===== src/rtl/rom_burst_reader.sv =====
// rom_burst_reader: command-driven burst reader for a synchronous ROM.
// It issues one address per cycle and re-aligns the ROM data to a registered, flagged output stream.
module rom_burst_reader #(
  parameter int AW     = 5,
  parameter int DW     = 8,
  parameter int LW     = 6,
  parameter int RD_LAT = 1
) (
  input  logic          clk,
  input  logic          rst_n,
  input  logic          cmd_valid,
  output logic          cmd_ready,
  input  logic [AW-1:0] cmd_addr,
  input  logic [LW-1:0] cmd_len,
  input  logic [1:0]    cmd_mode,
  output logic [AW-1:0] rom_addr,
  input  logic [DW-1:0] rom_data,
  output logic [DW-1:0] dout,
  output logic          dout_valid,
  output logic          dout_last,
  output logic          busy,
  output logic          err
);
  typedef enum logic [1:0] {IDLE, ISSUE, DRAIN} state_t;
  state_t          state;
  logic [LW-1:0]   remaining;
  logic [1:0]      mode;
  logic [RD_LAT-1:0] tag_v, tag_l;
  logic [RD_LAT:0] v_ext, l_ext;
  logic            issue, last_issue, tag_out;
  logic [AW-1:0]   next_addr;
  assign cmd_ready  = state == IDLE;
  assign busy       = state != IDLE;
  assign issue      = state == ISSUE;
  assign last_issue = issue && remaining == '0;
  // The widened concatenation lets the tag pipe shift cleanly even when RD_LAT is 1.
  assign v_ext      = {tag_v, issue};
  assign l_ext      = {tag_l, last_issue};
  assign tag_out    = tag_v[RD_LAT-1];
  assign next_addr  = mode == 2'b01 ? rom_addr - AW'(1) :
                      mode == 2'b10 ? rom_addr : rom_addr + AW'(1);
  always_ff @(posedge clk or negedge rst_n) begin
    if (!rst_n) begin
      state      <= IDLE;
      remaining  <= '0;
      mode       <= '0;
      rom_addr   <= '0;
      tag_v      <= '0;
      tag_l      <= '0;
      dout       <= '0;
      dout_valid <= 1'b0;
      dout_last  <= 1'b0;
      err        <= 1'b0;
    end else begin
      err        <= 1'b0;
      tag_v      <= v_ext[RD_LAT-1:0];
      tag_l      <= l_ext[RD_LAT-1:0];
      dout_valid <= tag_out;
      dout_last  <= tag_out && tag_l[RD_LAT-1];
      if (tag_out) dout <= rom_data;
      case (state)
        IDLE:
          if (cmd_valid) begin
            if (cmd_len == '0) err <= 1'b1;
            else begin
              rom_addr  <= cmd_addr;
              remaining <= cmd_len - LW'(1);
              mode      <= cmd_mode;
              state     <= ISSUE;
            end
          end
        ISSUE:
          if (remaining != '0) begin
            rom_addr  <= next_addr;
            remaining <= remaining - LW'(1);
          end else state <= DRAIN;
        DRAIN:
          if (dout_last && tag_v == '0) state <= IDLE;
        default: state <= IDLE;
      endcase
    end
  end
endmodule


===== config.mk =====
export PLATFORM = sky130hd
export DESIGN_NAME = rom_burst_reader
export DESIGN_NICKNAME = d
export VERILOG_FILES = /design/src/rtl/rom_burst_reader.sv
export SDC_FILE = /design/constraint.sdc
export NUM_CORES = 1
export LEC_CHECK = 0
export CORE_MARGIN = 4
export CORE_UTILIZATION = 30
export DETAILED_ROUTE_END_ITERATION = 12
export GPL_TIMING_DRIVEN = 1
export PLACE_DENSITY = 0.52
export SETUP_SLACK_MARGIN = 0.1
export SLEW_MARGIN = 40
export SYNTH_ARGS = -nofsm -noshare
export SYNTH_HDL_FRONTEND = slang
export SYNTH_SLANG_ARGS = --single-unit

===== constraint.sdc =====
create_clock -name clk -period 2.9 [get_ports clk]
set_input_delay 0.29 -clock clk [delete_from_list [all_inputs] [get_ports clk]]
set_output_delay 0.29 -clock clk [all_outputs]
set_load 0.01 [all_outputs]

; Yosys cells after proc, flatten, opt, wreduce, memory -nomap -nowiden
; Index checks and enable logic that the tools add are counted.
[classes]
bitwise = 2
addsub = 4
reduce_logical = 13
n_mux = 18
eq_ne = 10
[ops]
columns = cell, n
row1 = $mux W5, 5
row2 = $mux W6, 3
row3 = $logic_not A6 Y1, 2
row4 = $pmux W6 S2, 1
row5 = $sub A6 B1 Y6 const B, 2
row6 = $pmux W5 S2, 1
row7 = $mux W2, 4
row8 = $ne A2 B2 Y1 const B, 4
row9 = $reduce_and A4 Y1, 2
row10 = $pmux W2 S3, 1
row11 = $reduce_bool A6 Y1, 1
row12 = $add A5 B1 Y5 const B, 1
row13 = $reduce_and A5 Y1, 1
row14 = $sub A5 B1 Y5 const B, 1
row15 = $eq A2 B1 Y1 const B, 2
row16 = $eq A2 B2 Y1 const B, 2
row17 = $reduce_bool A2 Y1, 2
row18 = $logic_and A1 B1 Y1, 3
row19 = $mux W1, 3
row20 = $ne A3 B3 Y1 const B, 1
row21 = $reduce_and A3 Y1, 1
row22 = $logic_not A2 Y1, 1
row23 = $ne A2 B1 Y1 const B, 1
row24 = $not A1 Y1, 2
[totals]
inputBits = 24
elab_cells = 57
output_inout_bits = 18
ff_bits = 28

; Depth between registers and ports, before layout
; Gate-level depths: netlist of run 1.
[depth]
ltp_word = 5
ltp_mapped = 9
depth_no_buf = 8

; Least setup slack after synthesis of run 1
; Ideal clock, no wire load.
[synth_timing]
kind = reg-to-reg
startpoint = register state[1]
endpoint = register remaining[4]
setup_slack_ns = 0.941
arrival_ns = 1.894
path_stages_with_launch = 10
path_buffers = 2
required_ns = 2.836
synth_period_minus_slack_ns = 1.959
setup_time_ns = 0.064
path_cell_list = dfrtp_1 -> nand2b_1 -> buf_6 -> inv_8 -> buf_2 -> mux2i_1 -> ha_1 -> a21boi_1 -> mux2i_1 -> o21a_1
[synth_via]
elab_chain_cells = 3
word_cells_on_any_way = 8
classes_between = eq/ne (4) / mux (1) / reduce/logical (3)
[synth_rtl]
columns = item, line_no
row1 = "start, declared", 25  ; state_t state;
row2 = "start signal, assigned", 44  ; state <= IDLE;
row3 = "start signal, assigned", 69  ; state <= ISSUE;
row4 = "start signal, assigned", 76  ; end else state <= DRAIN;
row5 = $eq A2 B1 Y1 (*), --
row6 = net issue, 30  ; logic issue, last_issue, tag_out;
row7 = $ne A2 B1 Y1 (no source line) / $reduce_bool A2 Y1 (equally long branches), --
row8 = $reduce_and A4 Y1 (no source line), --
row9 = "end signal, assigned", 67  ; remaining <= cmd_len - LW'(1);
row10 = "end signal, assigned", 75  ; remaining <= remaining - LW'(1);
row11 = "end, declared", 26  ; logic [LW-1:0] remaining;
; The timed path passes the listed nets; every way through them passes the cells marked *.
; A chain may end at the register's enable or synchronous reset.

; Final worst setup path of run 1
[layout_timing]
startpoint = register state[1]
endpoint = register remaining[4]
[layout_via]
elab_chain_cells = 3
word_cells_on_any_way = 8
classes_between = eq/ne (4) / mux (1) / reduce/logical (3)
[layout_rtl]
columns = item, line_no
row1 = $eq A2 B1 Y1 / $logic_not A2 Y1 (equally long branches), 61  ; case (state)
row2 = "$ne A2 B1 Y1 (no source line), or another cell as far along", --
row3 = $reduce_and A4 Y1 (no source line), --
; Several ways; a longest one is shown, not always the timed one.

==> results of run 1 <==
-- worst register-to-register path: stages, from the launching register on --
cell and delay [ps]:
dfrtp_1 430, nand2b_1 250, inv_8 160, mux2i_2 330
ha_1 300, a21boi_1 260, mux2i_1 210, o21a_1 120
-- worst min-delay path by stage --
stage	start	to	slack (ps)	cells after the start
5_1_grt	rst_n	remaining[3]	410	2
3_5_place_dp	tag_l	dout_last	450	1
6_report	rst_n	remaining[3]	380	2
2_1_floorplan	rst_n	dout[0]	-6	0
4_1_cts	rst_n	remaining[4]	390	2
3_3_place_gp	tag_l	dout_last	440	1
-- cell families (layout without fill, tap and decap cells) --
kind of cell | Yosys count | in the layout | share of synthesized area
DFF | 28 | 28 | 0.470
and+or+nand+nor | 54 | 54 | 0.179
muxes | 14 | 14 | 0.103
buffers and inverters | 8 | 51 | 0.0411
adders and majority gates | 2 | 2 | 0.0168
AOI/OAI and AO/OA | 35 | 35 | 0.190
-- final cells by class --
type                       instances  area share
multi-input combinational        105       0.359
sequential                        28       0.345
timing repair buffer              43       0.209
tap                               67      0.0412
clock buffer                       3      0.0203
clock inverter                     1      0.0148
inverter                           4      0.0111
-- registers in the layout (all words and copies together) (netlist names), 2 cells and up --
name and cells:
dout 8, mode 2, remaining 6, rom_addr 5
state 2
-- power groups by stage --
stage	Clock, mW	Combinational (mW)	Sequential [mW]
6_report	0.309	0.916	0.670
5_1_grt	0.339	1.03	0.698
3_3_place_gp	0	0.910	0.673
4_1_cts	0.326	0.928	0.672
3_5_place_dp	0	0.925	0.681
2_1_floorplan	0	0.597	0.682
-- per-layer routing --
metal  up-vias  GRT usage  share of wire  wire, microns
met2        26      0.187           0.49           1650
met3         4     0.0252          0.041            140
met1       588      0.160           0.46           1570
met4         0     0.0402         0.0094             32
met5         -          0              0              0
li1        599          -              -              -
-- placed cells by master (no fill, tap or decap), drive strengths merged, types with 3 or more instances in the layout --
master / instances
a21oi: 4
a31oi: 7
clkbuf: 3
clkdlybuf4s50: 41
dfrtp: 28
inv: 4
mux2: 8
mux2i: 6
nand2: 20
nand3: 5
nor2: 15
o21ai: 4
or3: 4
-- synth_stat cells, types with 2 or more instances --
library cell	count	area, sq um
dfrtp_1	28	701
nand2_1	20	75.1
nor2_1	13	48.8
mux2_2	8	90.1
a31oi_1	5	31.3
mux2i_1	5	50.1
nand3_1	4	20.0
or3_1	4	25.0
a21oi_1	3	15.0
a21boi_1	2	15.0
a31oi_4	2	42.5
ha_1	2	25.0
inv_1	2	7.51
nand2b_1	2	12.5
o21a_1	2	15.0
o21ai_0	2	10.0
o21ai_1	2	10.0
o21ba_1	2	20.0
o21bai_1	2	15.0
o22a_1	2	17.5
o22ai_1	2	12.5
-- through the flow --
step,std cells,power [mW]
global placement,247,1.58
floorplan,141,1.28
finish,251,1.90
detailed placement,247,1.61
global route,251,2.06
CTS,251,1.93
==> flow_summary.json, run 1 <==
{
  "status": "finished clean",
  "start_util": 0.314,
  "dpl.hpwl_mm": 2.58,
  "arrival_ps": 2340,
  "hold_path.class": "input port to async pin",
  "reg2reg_from": "state[1]",
  "p_switching_uw": 678,
  "gp_congestion": 0.895,
  "period_share": 0.729,
  "htreeDepth": 1,
  "vias": 1217,
  "clock_latency_ps": 270,
  "worstRegToRegCells": 7,
  "yosysWarnings": 0,
  "fp.dieArea_sq_mm": 0.00616,
  "irDropWorstVdd_mv": 0.293,
  "hold_buffers": 0,
  "grt_first_pass_wirelength_mm": 5.94,
  "fmax_mhz": 473,
  "place_area_sq_mm": 0.00196,
  "antenna_found_initial": 0,
  "syn_area_per_cell_sq_um": 10.6,
  "worst-path-buf-inv": 1,
  "post_cts_resize_count": 0,
  "grt_pass1_vias": 1259,
  "overflow": 0,
  "setup_violations": 0,
  "post_cts_buffers": 0,
  "crit_path_end_kind": "flop",
  "drv_slew": 0,
  "relSlewSlack": 0.709,
  "p_clk_frac": 0.163,
  "worst_pin_slew_ps": 437,
  "multi_input_area_sq_um": 729,
  "powerDensity_mw_per_mm2": 932,
  "grt_max_degree": 29,
  "drt_iter0_drc": 23,
  "detail-route-antenna-nets": 0,
  "async_flop_share": 1.00,
  "cts_sinks": 28,
  "drv_cap": 0,
  "p_int_mw": 1.22,
  "wl_per_cell_microns": 13.5,
  "clk_path_buf_depth": 2,
  "fillers": 481,
  "synth_edf_count": 0,
  "cp.required_ps": 3120,
  "combPwrFrac": 0.483,
  "drive_gt1_frac": 0.141,
  "cp_slowest_cell": "dfrtp_1",
  "core_sq_mm": 0.00475,
  "pre_cts_slack_ps": 819,
  "drtPass1Iterations": 4,
  "grtUsageTotal": 0.118,
  "cts_made_buffers": 3,
  "p_leak_nw": 0.835,
  "drc_errors": 0,
  "r2r_end": "remaining[4]",
  "syn2layout_area_growth_pct": 36.3,
  "swShare": 0.358,
  "finalWorstSetupSlack_ps": 786,
  "syn_inst": 141,
  "rsz0062_at_grt": "false",
  "ys_types": 48,
  "syn-num-nets": 167,
  "post-route-min-period_ps": 2110,
  "criticalPathCategory": "flop to flop",
  "n_antenna_cell": 0,
  "rrSetupSlack_ps": 790,
  "hold_viol": 0,
  "seqCellArea_sq_um": 701,
  "startpoint": "state[1]",
  "cts_root_buffer": "clkbuf_8",
  "io_pins": 42,
  "fin_util": 0.428,
  "crit_family": "multiplexers",
  "netlist_area_sq_mm": 0.00149,
  "ys_ff_latch": 28,
  "port_buffers": 41,
  "path_clk_slew_ps": 100,
  "cp.depth": 7,
  "seq_area_frac_synth": 0.470,
  "cp-start-kind": "flop",
  "post-route-cell-area_sq_mm": 0.00203,
  "cp-endpoint": "remaining[4]",
  "vias_per_cell": 4.85,
  "drt-total-wl_mm": 3.39,
  "crit_path_max_fanout": 16,
  "num_rows": 25,
  "cts_tree": "done",
  "fin_setup_tns_ps": 0,
  "worst_path_largest_cell_delay_ps": 430,
  "nNetsFinal": 211,
  "die_y_microns": 78.5,
  "dominantRegCellSynth": "dfrtp_1",
  "fin_skew_ps": 2.94,
  "path_cells": "nand2b_1 -> inv_8 -> mux2i_2 -> ha_1 -> a21boi_1 -> mux2i_1 -> o21a_1",
  "p_seq_frac": 0.354,
  "holdWs_ps": 379,
  "die_w_microns": 78.5
}
Note: power is estimated with default switching activity, not from simulation.
==> run 2: changes to the inputs <==
- PLACE_DENSITY: 0.52 -> 0.54
- clock period: 2.9 -> 1.9 ns (I/O delays scaled with it)
==> run 2 against run 1 <==
Effect of this change:
- global-route usage up 1.2 points
- first-iteration DRC count rose by 83%
- clock power increased by 50%
- via count up 5.5%
- clock-buffer cell count is the same
- register-to-register slack got worse by 660 ps
- flip-flop and latch count unchanged
- cell count rose by 6.0%
- design area rose by 10%
- critical path type unchanged
- critical endpoint is now rom_addr[0]
- largest cell class unchanged
==> flow_summary.json, run 2 (synthesized netlist as in run 1, its figures left out) <==
{
  "die_w_microns": 78.5,
  "grtUsageTotal": 0.130,
  "path_clk_slew_ps": 100,
  "grt_pass1_vias": 1410,
  "p_clk_frac": 0.145,
  "die_y_microns": 78.5,
  "drv_slew": 0,
  "worstRegToRegCells": 6,
  "htreeDepth": 1,
  "hold_path.class": "input port to async pin",
  "fin_setup_tns_ps": 0,
  "rrSetupSlack_ps": 120,
  "core_sq_mm": 0.00475,
  "largest_reg_flops": 8,
  "drc_errors": 0,
  "p_int_mw": 2.05,
  "combPwrFrac": 0.529,
  "r2r_end": "rom_addr[0]",
  "n_antenna_cell": 0,
  "path_cells": "buf_6 -> or3b_4 -> a31oi_4 -> a31oi_4 -> or3_1 -> nand3_1",
  "cts_made_buffers": 3,
  "drv_cap": 0,
  "regMostFlops": "dout",
  "drt_iter0_drc": 42,
  "worst_pin_slew_ps": 386,
  "hold_viol": 0,
  "p_seq_frac": 0.326,
  "cts_sinks": 28,
  "dpl.hpwl_mm": 2.91,
  "drive_gt1_frac": 0.256,
  "fin_cells": 266,
  "relSlewSlack": 0.743,
  "p_leak_nw": 0.942,
  "crit_path_max_fanout": 5,
  "fin_skew_ps": 3.36,
  "critPathMostFrequentCell": "a31oi_4",
  "mostFrequentLayoutCell": "clkdlybuf4s50_1",
  "place_area_sq_mm": 0.00204,
  "grt_max_degree": 29,
  "crit_family": "simple AND/OR/NAND/NOR gates",
  "drtPass1Iterations": 4,
  "cp.depth": 6,
  "hold_buffers": 0,
  "powerDensity_mw_per_mm2": 1430,
  "worst_path_largest_cell_delay_ps": 430,
  "period_share": 0.935,
  "post-route-cell-area_sq_mm": 0.00224,
  "overflow": 0,
  "status": "finished clean",
  "vias": 1284,
  "grt_first_pass_wirelength_mm": 6.51,
  "worst-path-buf-inv": 1,
  "wl_per_cell_microns": 14.5,
  "syn2layout_area_growth_pct": 50.3,
  "layout_common_cells": "clkdlybuf4s50_1 (39), dfrtp_1 (27), nand2_1 (20)",
  "p_switching_mw": 1.15,
  "criticalPathCategory": "flop to flop",
  "post-route-min-period_ps": 1780,
  "num_rows": 25,
  "start_util": 0.314,
  "cp_slowest_cell": "dfrtp_2",
  "arrival_ps": 1990,
  "setup_violations": 0,
  "fin_util": 0.472,
  "reg2reg_from": "state[0]",
  "crit_path_end_kind": "flop",
  "startpoint": "state[0]",
  "clk_path_buf_depth": 2,
  "rsz0062_at_grt": "true",
  "cts_tree": "done",
  "fp.dieArea_sq_mm": 0.00616,
  "drt-total-wl_mm": 3.86,
  "cp-endpoint": "rom_addr[0]",
  "io_pins": 42,
  "clock_latency_ps": 270,
  "cp-start-kind": "flop",
  "finalWorstSetupSlack_ps": 123,
  "detail-route-antenna-nets": 0,
  "gp_congestion": 0.849,
  "fmax_mhz": 563,
  "swShare": 0.360,
  "top_regs": "dout x8, remaining x6, rom_addr x5",
  "pre_cts_slack_ps": 1.00,
  "port_buffers": 41,
  "post-place-cells": 255,
  "irDropWorstVdd_mv": 0.578,
  "cp.required_ps": 2110,
  "antenna_found_initial": 0,
  "vias_per_cell": 4.83,
  "cts_root_buffer": "clkbuf_8",
  "nNetsFinal": 226
}
run 2: cell count changes in the layout (fill, tap and decap cells not counted), moves of 2 or more:
| cell | delta |
|---|---|
| ha_2 | +2 |
| dlymetal6s2s_1 | +2 |
| clkdlybuf4s50_1 | -2 |
| nand2b_4 | +2 |
| nand2b_1 | -2 |
| ha_1 | -2 |
| buf_6 | +3 |
| buf_4 | +11 |
run 2: routing by layer:
| metal | GRT usage | share of wire |
|---|---|---|
| met4 | 0.0315 | 0.011 |
| met1 | 0.153 | 0.42 |
| met2 | 0.248 | 0.54 |
| met5 | 0 | 0 |
| met3 | 0.0161 | 0.028 |
run 2: how the worst min path moves through the flow:
stage | cells past startpoint | slack, ps | endpoint | from
floorplan | 0 | -110 | dout[0] | rst_n
detailed placement | 1 | 440 | dout_last | tag_l
global route | 2 | 320 | remaining[2] | rst_n
CTS | 2 | 300 | remaining[2] | rst_n
finish | 2 | 290 | dout[1] | rst_n
global placement | 1 | 440 | dout_last | tag_l
run 2: layout make-up:
class	instances	area [sq um]
inverter	4	22.5
multi-input combinational	106	816
fill	455	2510
clock buffer	3	41.3
timing repair buffer	57	547
sequential	28	702
tap	67	83.8
clock inverter	1	30.0
run 2: through the flow:
| step | power (mW) | hold WS, ps |
|---|---|---|
| after floorplan | 1.98 | -106 |
| after global placement | 2.51 | 439 |
| after detailed placement | 2.58 | 444 |
| after CTS | 3.11 | 302 |
| after global routing | 3.46 | 318 |
| final | 3.20 | 291 |
run 2: power groups by stage:
stage	Clock [mW]	Sequential (mW)	Combinational, mW
after detailed placement	0	1.04	1.54
after global routing	0.514	1.08	1.87
after floorplan	0	1.04	0.936
final	0.463	1.04	1.69
after global placement	0	1.02	1.49
after CTS	0.487	1.03	1.59
run 2: worst reg2reg max path: cells and delay by family, from the launching register on:
kind / cells / cell delay (ps)
and+or+nand+nor: 3 / 830
DFF: 1 / 430
AOI/OAI and AO/OA: 2 / 340
buffers and inverters: 1 / 120
run 2: repair_timing:
action | in CTS | in global routing
gates cloned | 0 | 1
buffers inserted | 3 | 3
endpoints found under the setup margin | 4 | 9
resized for setup | 2 | 16
pin swaps | 1 | 5
